## src/rtl/mux_nto1_scan.sv

```systemverilog
// mux_nto1_scan: registered N:1 mux with manual select and round-robin auto-scan
module mux_nto1_scan #(
    parameter int WIDTH = 8,
    parameter int NCH   = 4,
    parameter int DWELL = 4,
    parameter int SELW  = $clog2(NCH)
) (
    input  logic                 clk,
    input  logic                 rst,
    input  logic [NCH*WIDTH-1:0] in_bus,
    input  logic [SELW-1:0]      sel,
    input  logic                 mode,
    input  logic                 en,
    input  logic                 hold,
    output logic [WIDTH-1:0]     out,
    output logic [SELW-1:0]      out_sel,
    output logic                 out_valid,
    output logic                 wrap
);
    localparam int CW = DWELL > 1 ? $clog2(DWELL) : 1;
    localparam logic [1:0] IDLE = 2'd0, MANUAL = 2'd1, SCAN = 2'd2;

    logic [1:0]       state;
    logic [SELW-1:0]  ptr, p;
    logic [CW-1:0]    cnt, c;
    logic [WIDTH-1:0] man_d, scan_d;
    logic             sel_ok, last, p_last;

    // entering scan from any other state restarts at channel 0 with a fresh dwell
    assign p      = state == SCAN ? ptr : '0;
    assign c      = state == SCAN ? cnt : '0;
    assign last   = c == CW'(DWELL - 1);
    assign p_last = p == SELW'(NCH - 1);

    always_comb begin
        man_d  = '0;
        scan_d = '0;
        sel_ok = 1'b0;
        for (int k = 0; k < NCH; k++) begin
            if (sel == SELW'(k)) begin
                man_d  = in_bus[k*WIDTH +: WIDTH];
                sel_ok = 1'b1;
            end
            if (p == SELW'(k)) scan_d = in_bus[k*WIDTH +: WIDTH];
        end
    end

    always_ff @(posedge clk) begin
        if (rst) begin
            state     <= IDLE;
            out       <= '0;
            out_sel   <= '0;
            out_valid <= 1'b0;
            wrap      <= 1'b0;
            ptr       <= '0;
            cnt       <= '0;
        end else if (!en) begin
            state     <= IDLE;
            out_valid <= 1'b0;
            wrap      <= 1'b0;
            ptr       <= '0;
            cnt       <= '0;
        end else if (hold) begin
            wrap <= 1'b0;
        end else if (!mode) begin
            state     <= MANUAL;
            out       <= man_d;
            out_sel   <= sel;
            out_valid <= sel_ok;
            wrap      <= 1'b0;
            ptr       <= '0;
            cnt       <= '0;
        end else begin
            state     <= SCAN;
            out       <= scan_d;
            out_sel   <= p;
            out_valid <= 1'b1;
            cnt       <= last ? '0 : c + CW'(1);
            ptr       <= !last ? p : p_last ? '0 : p + SELW'(1);
            wrap      <= last && p_last;
        end
    end
endmodule

```

## config.mk

```make
export PLATFORM = sky130hd
export DESIGN_NAME = mux_nto1_scan
export DESIGN_NICKNAME = d
export VERILOG_FILES = /design/src/rtl/mux_nto1_scan.sv
export SDC_FILE = /design/constraint.sdc
export NUM_CORES = 1
export LEC_CHECK = 0
export CAP_MARGIN = 30
export CORE_MARGIN = 4
export CORE_UTILIZATION = 43
export DETAILED_ROUTE_END_ITERATION = 7
export PLACE_DENSITY = 0.76
export SETUP_SLACK_MARGIN = 0.4
export SYNTH_ARGS = -nofsm -noshare
export SYNTH_HDL_FRONTEND = slang
export SYNTH_SLANG_ARGS = --single-unit
```

## constraint.sdc

```tcl
create_clock -name clk -period 2.6 [get_ports clk]
set_input_delay 0.52 -clock clk [delete_from_list [all_inputs] [get_ports clk]]
set_output_delay 0.52 -clock clk [all_outputs]
set_load 0.005 [all_outputs]
```

### Yosys cells after proc, flatten, opt, wreduce, memory -nomap -nowiden

Cells that the tools add are included.
Widths: inputs -> output; s select.

| operators by class | value |
|---|---|
| add/sub/neg operators | 2 |
| equal/unequal tests | 8 |
| mux-type cells | 23 |
| bitwise logic cells | 3 |
| reduce and logical (&&, ||, !) cells | 6 |

Operators by type and width:

| cell | number |
|---|---|
| $mux 8 | 9 |
| $mux 2 | 9 |
| $eq 2x2->1 const B | 6 |
| $mux 1 | 5 |
| $add 2x1->2 const B | 2 |
| $eq 2x1->1 const B | 2 |
| $logic_not 2->1 | 2 |
| $reduce_or 4->1 | 1 |
| $not 1->1 | 3 |
| $reduce_and 2->1 | 1 |
| $reduce_or 2->1 | 1 |
| $logic_and 1x1->1 | 1 |

| storage, ports and cells | value |
|---|---|
| register bits | 18 |
| output and inout port bits | 12 |
| word-level logic and storage cells | 49 |

### Depth between registers and ports, before layout

Gate-level depths: netlist of the first run.

| logic depth | value |
|---|---|
| depth after elaboration | 8 |
| gate-level depth with buffers | 10 |
| depth with buffers taken out | 8 |

### Least setup slack after synthesis of the first run

No wires, ideal clock.

| timing path | value |
|---|---|
| path kind | register to register |
| start | reg state[1] |
| end | reg out[2] |
| library setup time | 88 ps |
| arrival | 1,787 ps |
| required time | 2,512 ps |
| setup slack | 725 ps |
| cell stages (with the launch flop) | 10 |
| path buffers | 2 |
| period minus slack after synthesis | 1,875 ps |
| cells stage by stage | dfxtp_1 -> nor2b_1 -> nand2_1 -> ha_1 -> buf_6 -> nor2b_4 -> buf_6 -> a221oi_1 -> a211o_1 -> a311oi_2 |

| between the ends | value |
|---|---|
| word-level cells in the longest chain between the ends | 8 |
| elaborated cells between the ends (all ways) | 11 |
| classes of those cells | eq/ne: 4; mux: 6; reduce/logical: 1 |

RTL lines:

| what | RTL line | text |
|---|---|---|
| from (decl) | 23 | `logic [1:0] state;` |
| from (signal assigned) | 50 | `state <= IDLE;` |
| from (signal assigned) | 58 | `state <= IDLE;` |
| from (signal assigned) | 66 | `state <= MANUAL;` |
| $eq 2x2->1 (*) | 30 | `assign p = state == SCAN ? ptr : '0;` |
| $mux 2 (*) | 30 |  |
| $logic_not 2->1 | 44 | `if (p == SELW'(k)) scan_d = in_bus[k*WIDTH +: WIDTH];` |
| $mux 8 (3 in a row) | 44 |  |
| $mux 8 (*) | 44 |  |
| $mux 8 (*) | 65 | `end else if (!mode) begin` |
| to (signal assigned) | 67 | `out <= man_d;` |
| to (signal assigned) | 75 | `out <= scan_d;` |
| to (decl) | 15 | `output logic [WIDTH-1:0] out,` |

Mark *: on every way between the ends. The rest lies on a longest branch, timed or not.
A chain may end at the register's enable or synchronous reset.

### Worst setup path after layout of the first run

| timing path | value |
|---|---|
| start | in sel[1] |
| end | reg out[1] |

| between the ends | value |
|---|---|
| word-level cells in the longest chain between the ends | 6 |
| elaborated cells between the ends (all ways) | 9 |
| classes of those cells | eq/ne: 3; mux: 5; reduce/logical: 1 |

RTL lines:

| what | RTL line | text |
|---|---|---|
| from (decl) | 11 | `input logic [SELW-1:0] sel,` |
| $logic_not 2->1 | 40 | `if (sel == SELW'(k)) begin` |
| $mux 8 (3 in a row) | 40 |  |
| $mux 8 (*) | 40 |  |
| $mux 8 (*) | 65 |  |

Marked as above.

==> results of run 1 <==
through the flow:
stage / setup WS [ps] / power [mW] / std cells / util, %
after global placement: 375 / 0.483 / 226 / 63.5
after detailed placement: 255 / 0.489 / 226 / 63.5
final: 536 / 0.671 / 230 / 65.2
after global routing: 490 / 0.700 / 230 / 65.2
after floorplan: 725 / 0.381 / 154 / -
after CTS: 473 / 0.669 / 230 / 64.9
final timing paths:
path,from,endpoint,slack (ps),depth (start not counted)
min,out_valid$_SDFFE_PP0N_,out_valid$_SDFFE_PP0N_,460,2
min reg2reg,out_valid$_SDFFE_PP0N_,out_valid$_SDFFE_PP0N_,460,2
max,sel[1],out[1]$_SDFFE_PP0P_,540,5
max reg2reg,state[1]$_SDFFE_PP0N_,out[1]$_SDFFE_PP0P_,650,7
sequential cells by signal (all words and copies together), names as in the netlist:
signal / count
cnt: 2
out: 8
out_sel: 2
out_valid: 1
ptr: 2
state: 2
wrap: 1
layout make-up:
type,instances,area (um^2)
fillers,253,983
multi-input cells,110,831
repair buffers,54,531
flip-flops and latches,18,360
inverters,13,48.8
well taps,31,38.8
clock buffers,4,36.3
tightest hold or removal path, delay by kind of cell (launching register included):
kind | cells | cell delay, ps
AO/OA/AOI/OAI | 1 | 50
buffers and inverters | 1 | 50
flip-flops | 1 | 320
cell usage after synthesis, drive strengths merged:
cell type / n
a211o: 8
a21oi: 4
nor3b: 1
buf: 10
o21ai: 2
nor2b: 5
clkbuf: 3
and3b: 2
nand2b: 11
o2bb2ai: 8
nor2: 14
a211oi: 1
mux2i: 9
and2: 3
nand2: 7
a311oi: 9
dfxtp: 18
nor3: 2
inv: 13
nand3: 1
ha: 5
a221oi: 16
a22oi: 2
power breakdown:
| part | switching, mW | internal [mW] |
|---|---|---|
| clock | 0.0986 | 0.0856 |
| sequential | 0.00671 | 0.289 |
| combinational | 0.0802 | 0.111 |
| total | 0.186 | 0.485 |
cell families after synthesis:
logic type | after synthesis | synth area share (%)
buf+inv | 26 | 9.60
flops | 18 | 27.6
simple gates | 46 | 19.0
compound gates | 50 | 32.1
fa+ha+maj | 5 | 4.80
mux | 9 | 6.91
routing by layer:
layer	wire [um]	vias up
li1	-	672
met1	1670	665
met2	2060	89
met3	430	10
met4	78	0
met5	0	-
==> flow_summary_export.csv, run 1 <==
group,metric,value,unit
floorplanning,die_h,63.1,um
power_and_ir_drop,powerDensity,363,mW/mm^2
place,placed_cell_area,0.00180,mm^2
floorplanning,dieWidth,63.1,um
global_routing,grtUsageMet1,25.8,%
clocking,cts_buffers,3,
global_routing,gr-usage-met2,36.9,%
sta,hold_slack,459,ps
layout,layout-drive-gt1-share,8.04,%
logic_synthesis,netlist_area,0.00130,mm^2
layout,final_cell_mix,"50 x clkdlybuf4s50_1, 18 x dfxtp_1, 16 x a221oi_1",
clocking,h-tree-depth,1,
logic_synthesis,ys_ff_latch,18,
sta,maxClockFrequency,485,MHz
status,status,"finished clean",
detailed_routing,first_pass_iters,4,
flow_run,drv_cap,0,
power_and_ir_drop,ir_drop,226,uV
layout,nets,244,
clocking,clock_latency,310,ps
global_routing,track_usage,21.5,%
global_routing,antenna_found_initial,0,
layout,syn2layout_area_growth,41.6,%
setup_path,critPathMaxStageDelay,740,ps
place,port_buffers,50,
sta,slew-limit-headroom,67.8,%
sta,rsz0062_at_grt,"false",
sta,drv_slew,0,
clocking,cts_resized,1,
detailed_routing,drtAntennaViolNets,0,
place,hpwlAfterDp,3.19,mm
floorplanning,die_area,0.00398,mm^2
logic_synthesis,synth_cell_type_count,30,
logic_synthesis,synth.area.top_cells,"dfxtp_1 28%, a221oi_1 11%, mux2i_1 6.9%",
setup_path,startpoint_type,"primary input",
sta,worst_slew_pin_slew,482,ps
clocking,root_buffer,"clkbuf_4",
detailed_routing,wirelength,4.23,mm
logic_synthesis,synth_cells,154,
sta,fin_crit,2060,ps
logic_synthesis,ys_warn_count,0,
clocking,cts.sinks,18,
detailed_routing,drt_iter0_markers,125,
global_routing,grtUsageMet3,6.75,%
layout,final_area,0.00185,mm^2
setup_path,cp_max_fo,10,
setup_path,worstPathBufferInverterCount,1,
global_routing,grt-ovfl-total,0,
floorplanning,core,0.00283,mm^2
clocking,ctsHoldBuffers,0,
logic_synthesis,syn-num-nets,198,
global_routing,grt_max_degree,17,
setup_path,cp_slowest_cell,"clkdlybuf4s50_1",
sta,finalHoldViolCount,0,
logic_synthesis,yosysSeqAreaShare,27.6,%
layout,diodes,0,
logic_synthesis,synth_area_per_cell,8.47,um^2
floorplanning,io_pins,51,
global_routing,grt-busiest-layer,"met2",
logic_synthesis,synth_top_area_share,27.6,%
detailed_routing,drc,0,
clocking,cts_tree,"done",
sta,fin_tns_setup,0,ps
place,place.gp.congestion,0.875,
setup_path,required,2810,ps
power_and_ir_drop,p_leak,0.733,nW
floorplanning,rows,19,
setup_path,crit_type,"primary input to flop",
setup_path,critPathArrivalTime,2270,ps
worst_hold_path,min_path_type,"flop to flop",
global_routing,grt_pass1_vias,1453,
floorplanning,start_util,46.1,%
detailed_routing,num_vias,1436,
detailed_routing,viasPerCell,6.24,
setup_path,crit_family,"buffers and inverters",
clocking,cts.reportedPaths.clkPinSlew,120,ps
sta,setup_viol,0,
logic_synthesis,yosys.area.top_type,"dfxtp_1",
sta,finalClockSkew,9.63,ps
clocking,post_cts_buffers,0,
clocking,clock_path_buffers,2,
setup_path,cp_cell_sequence,"clkdlybuf4s50_1, nand2b_1, nor2_2, a221oi_1, a311oi_1",
sta,period_share,79.4,%
layout,layout_commonest_cell,"clkdlybuf4s50_1",
global_routing,grt_pass1_wl,6.98,mm
detailed_routing,wl_per_cell,18.4,um
setup_path,crit_path_end_kind,"flop",
Power figures use the tool's default switching activity.
==> run 2, diff against run 1 <==
Settings changed: CORE_UTILIZATION 43 to 39, PLACE_DENSITY 0.76 to 0.73.
Clock period 2.6 ns to 1.8 ns, I/O delays scaled along.
==> run 2 against run 1 <==
  * Core utilization increased by 6.1 points
  * Count of clock-buffer cells in the layout unchanged
  * Combinational power increased by 73%
  * Power increased by 53%
  * Non-clock buffer count increased by 22
  * Clock skew decreased by 0.69 ps
  * Sequential share of layout area decreased by 2.8 points
  * Via count increased by 7.4%
  * Sequential power increased by 45%
  * Critical path depth increased by 3
  * Global-route usage increased by 1.6 points
  * Critical path type is now flop to flop
  * Largest cell class unchanged
==> flow_summary_export.csv, run 2 (synthesis gave the netlist of run 1 again) <==
group,metric,value,unit
setup_path,cp_cell_sequence,"nor2b_4, nand2_4, inv_2, buf_4, ha_1, and2_2, a221oi_2, a311oi_2",
setup_path,required,1990,ps
global_routing,antenna_found_initial,0,
setup_path,critPathArrivalTime,1980,ps
clocking,cts_buffers,3,
setup_path,worstPathBufferInverterCount,2,
sta,drv_slew,0,
setup_path,startpoint_type,"flop",
detailed_routing,viasPerCell,5.82,
sta,finalHoldViolCount,0,
clocking,ctsHoldBuffers,0,
layout,layout-drive-gt1-share,36.2,%
floorplanning,die_h,65.8,um
global_routing,grt_pass1_wl,7.78,mm
setup_path,crit_type,"flop to flop",
layout,final_cell_mix,"37 x clkdlybuf4s50_1, 20 x buf_4, 13 x nor2_1",
setup_path,critPathMaxStageDelay,330,ps
layout,layout_commonest_cell,"clkdlybuf4s50_1",
flow_run,drv_cap,0,
global_routing,grt_max_degree,15,
place,port_buffers,50,
place,dp.cells,253,
detailed_routing,num_vias,1542,
clocking,h-tree-depth,1,
clocking,clock_latency,310,ps
floorplanning,dieWidth,65.8,um
detailed_routing,top_layer_used,"met4",
status,status,"finished clean",
sta,worst_slew_pin_slew,511,ps
setup_path,cp_max_fo,8,
floorplanning,io_pins,51,
power_and_ir_drop,p_leak,0.978,nW
sta,fin_tns_setup,0,ps
layout,fin_cells,265,
detailed_routing,drtAntennaViolNets,0,
detailed_routing,wl_per_cell,18.6,um
global_routing,grt-ovfl-total,0,
layout,diodes,0,
sta,maxClockFrequency,557,MHz
floorplanning,core,0.00313,mm^2
sta,finalClockSkew,8.95,ps
setup_path,crit_path_end_kind,"flop",
sta,fin_crit,1800,ps
global_routing,track_usage,23.2,%
layout,regMostFlops,"out",
layout,final_area,0.00223,mm^2
clocking,cts.reportedPaths.clkPinSlew,120,ps
detailed_routing,drt_iter0_markers,109,
detailed_routing,first_pass_iters,4,
sta,slew-limit-headroom,65.9,%
layout,largest_register_ffs,8,
power_and_ir_drop,ir_drop,288,uV
sta,hold_slack,455,ps
global_routing,grt_pass1_vias,1649,
layout,syn2layout_area_growth,71.1,%
place,placed_cell_area,0.00196,mm^2
clocking,cts.sinks,18,
place,dp_worst_setup_slack,-151,ps
power_and_ir_drop,powerDensity,459,mW/mm^2
floorplanning,start_util,41.7,%
sta,period_share,99.8,%
detailed_routing,wl_met3,428,um
sta,rsz0062_at_grt,"true",
setup_path,crit_family,"simple AND/OR/NAND/NOR gates",
setup_path,cp_slowest_cell,"dfxtp_2",
floorplanning,rows,20,
place,place.gp.congestion,0.907,
sta,setup_slack,3.46,ps
detailed_routing,wl_met2,2.39,mm
detailed_routing,wirelength,4.93,mm
worst_hold_path,min_path_type,"flop to flop",
detailed_routing,wl_met1,1.95,mm
clocking,cts_tree,"done",
clocking,root_buffer,"clkbuf_4",
clocking,clock_path_buffers,2,
sta,setup_viol,0,
detailed_routing,drc,0,
place,hpwlAfterDp,3.44,mm
floorplanning,die_area,0.00433,mm^2
layout,nets,266,
[run 2: per-stage QoR]
step                power [mW]  util (%)
CTS                      0.997      68.2
global route              1.07      71.3
global placement         0.717      62.6
finish                    1.03      71.3
detailed placement       0.724      62.6
floorplan                0.552         -
[run 2: where the power goes]
| group | total, mW | internal, mW | switching, mW |
|---|---|---|---|
| Clock | 0.266 | 0.123 | 0.143 |
| Combinational | 0.331 | 0.184 | 0.147 |
| Sequential | 0.428 | 0.419 | 0.00894 |
| Total | 1.03 | 0.726 | 0.299 |
[run 2: timing repair]
item,4_1_cts,5_1_grt
setup endpoints to repair,22,15
pin swaps,4,0
cloned,0,1
setup buffers,7,0
gates resized for setup,43,19
[run 2: cell type report]
cell class                      count  area (um^2)
Sequential cell                    18          374
Inverter                           13         48.8
Fill cell                         249          897
Clock buffer                        4         36.3
Multi-Input combinational cell    110         1010
Timing Repair Buffer               76          711
Tap cell                           44         55.1
[run 2: layer usage]
metal | vias up | track usage (%)
met4 | 0 | 11.1
met1 | 725 | 25.8
li1 | 718 | -
met5 | - | 0
met3 | 21 | 4.59
met2 | 78 | 41.6
[run 2: worst paths after layout]
| path | start | endpoint | slack [ps] | cells past startpoint |
|---|---|---|---|---|
| worst max register to register | state[1]$_SDFFE_PP0N_ | out[4]$_SDFFE_PP0P_ | 3 | 8 |
| worst min register to register | out_valid$_SDFFE_PP0N_ | out_valid$_SDFFE_PP0N_ | 450 | 2 |
| worst max-delay path | state[1]$_SDFFE_PP0N_ | out[4]$_SDFFE_PP0P_ | 3 | 8 |
| worst min-delay path | out_valid$_SDFFE_PP0N_ | out_valid$_SDFFE_PP0N_ | 450 | 2 |
[run 2: tightest hold or removal path, delay by kind of cell, from the launching register on]
family / cells / cell delay (ps)
AOI/OAI and AO/OA: 1 / 50
DFF: 1 / 320
buffers and inverters: 1 / 50
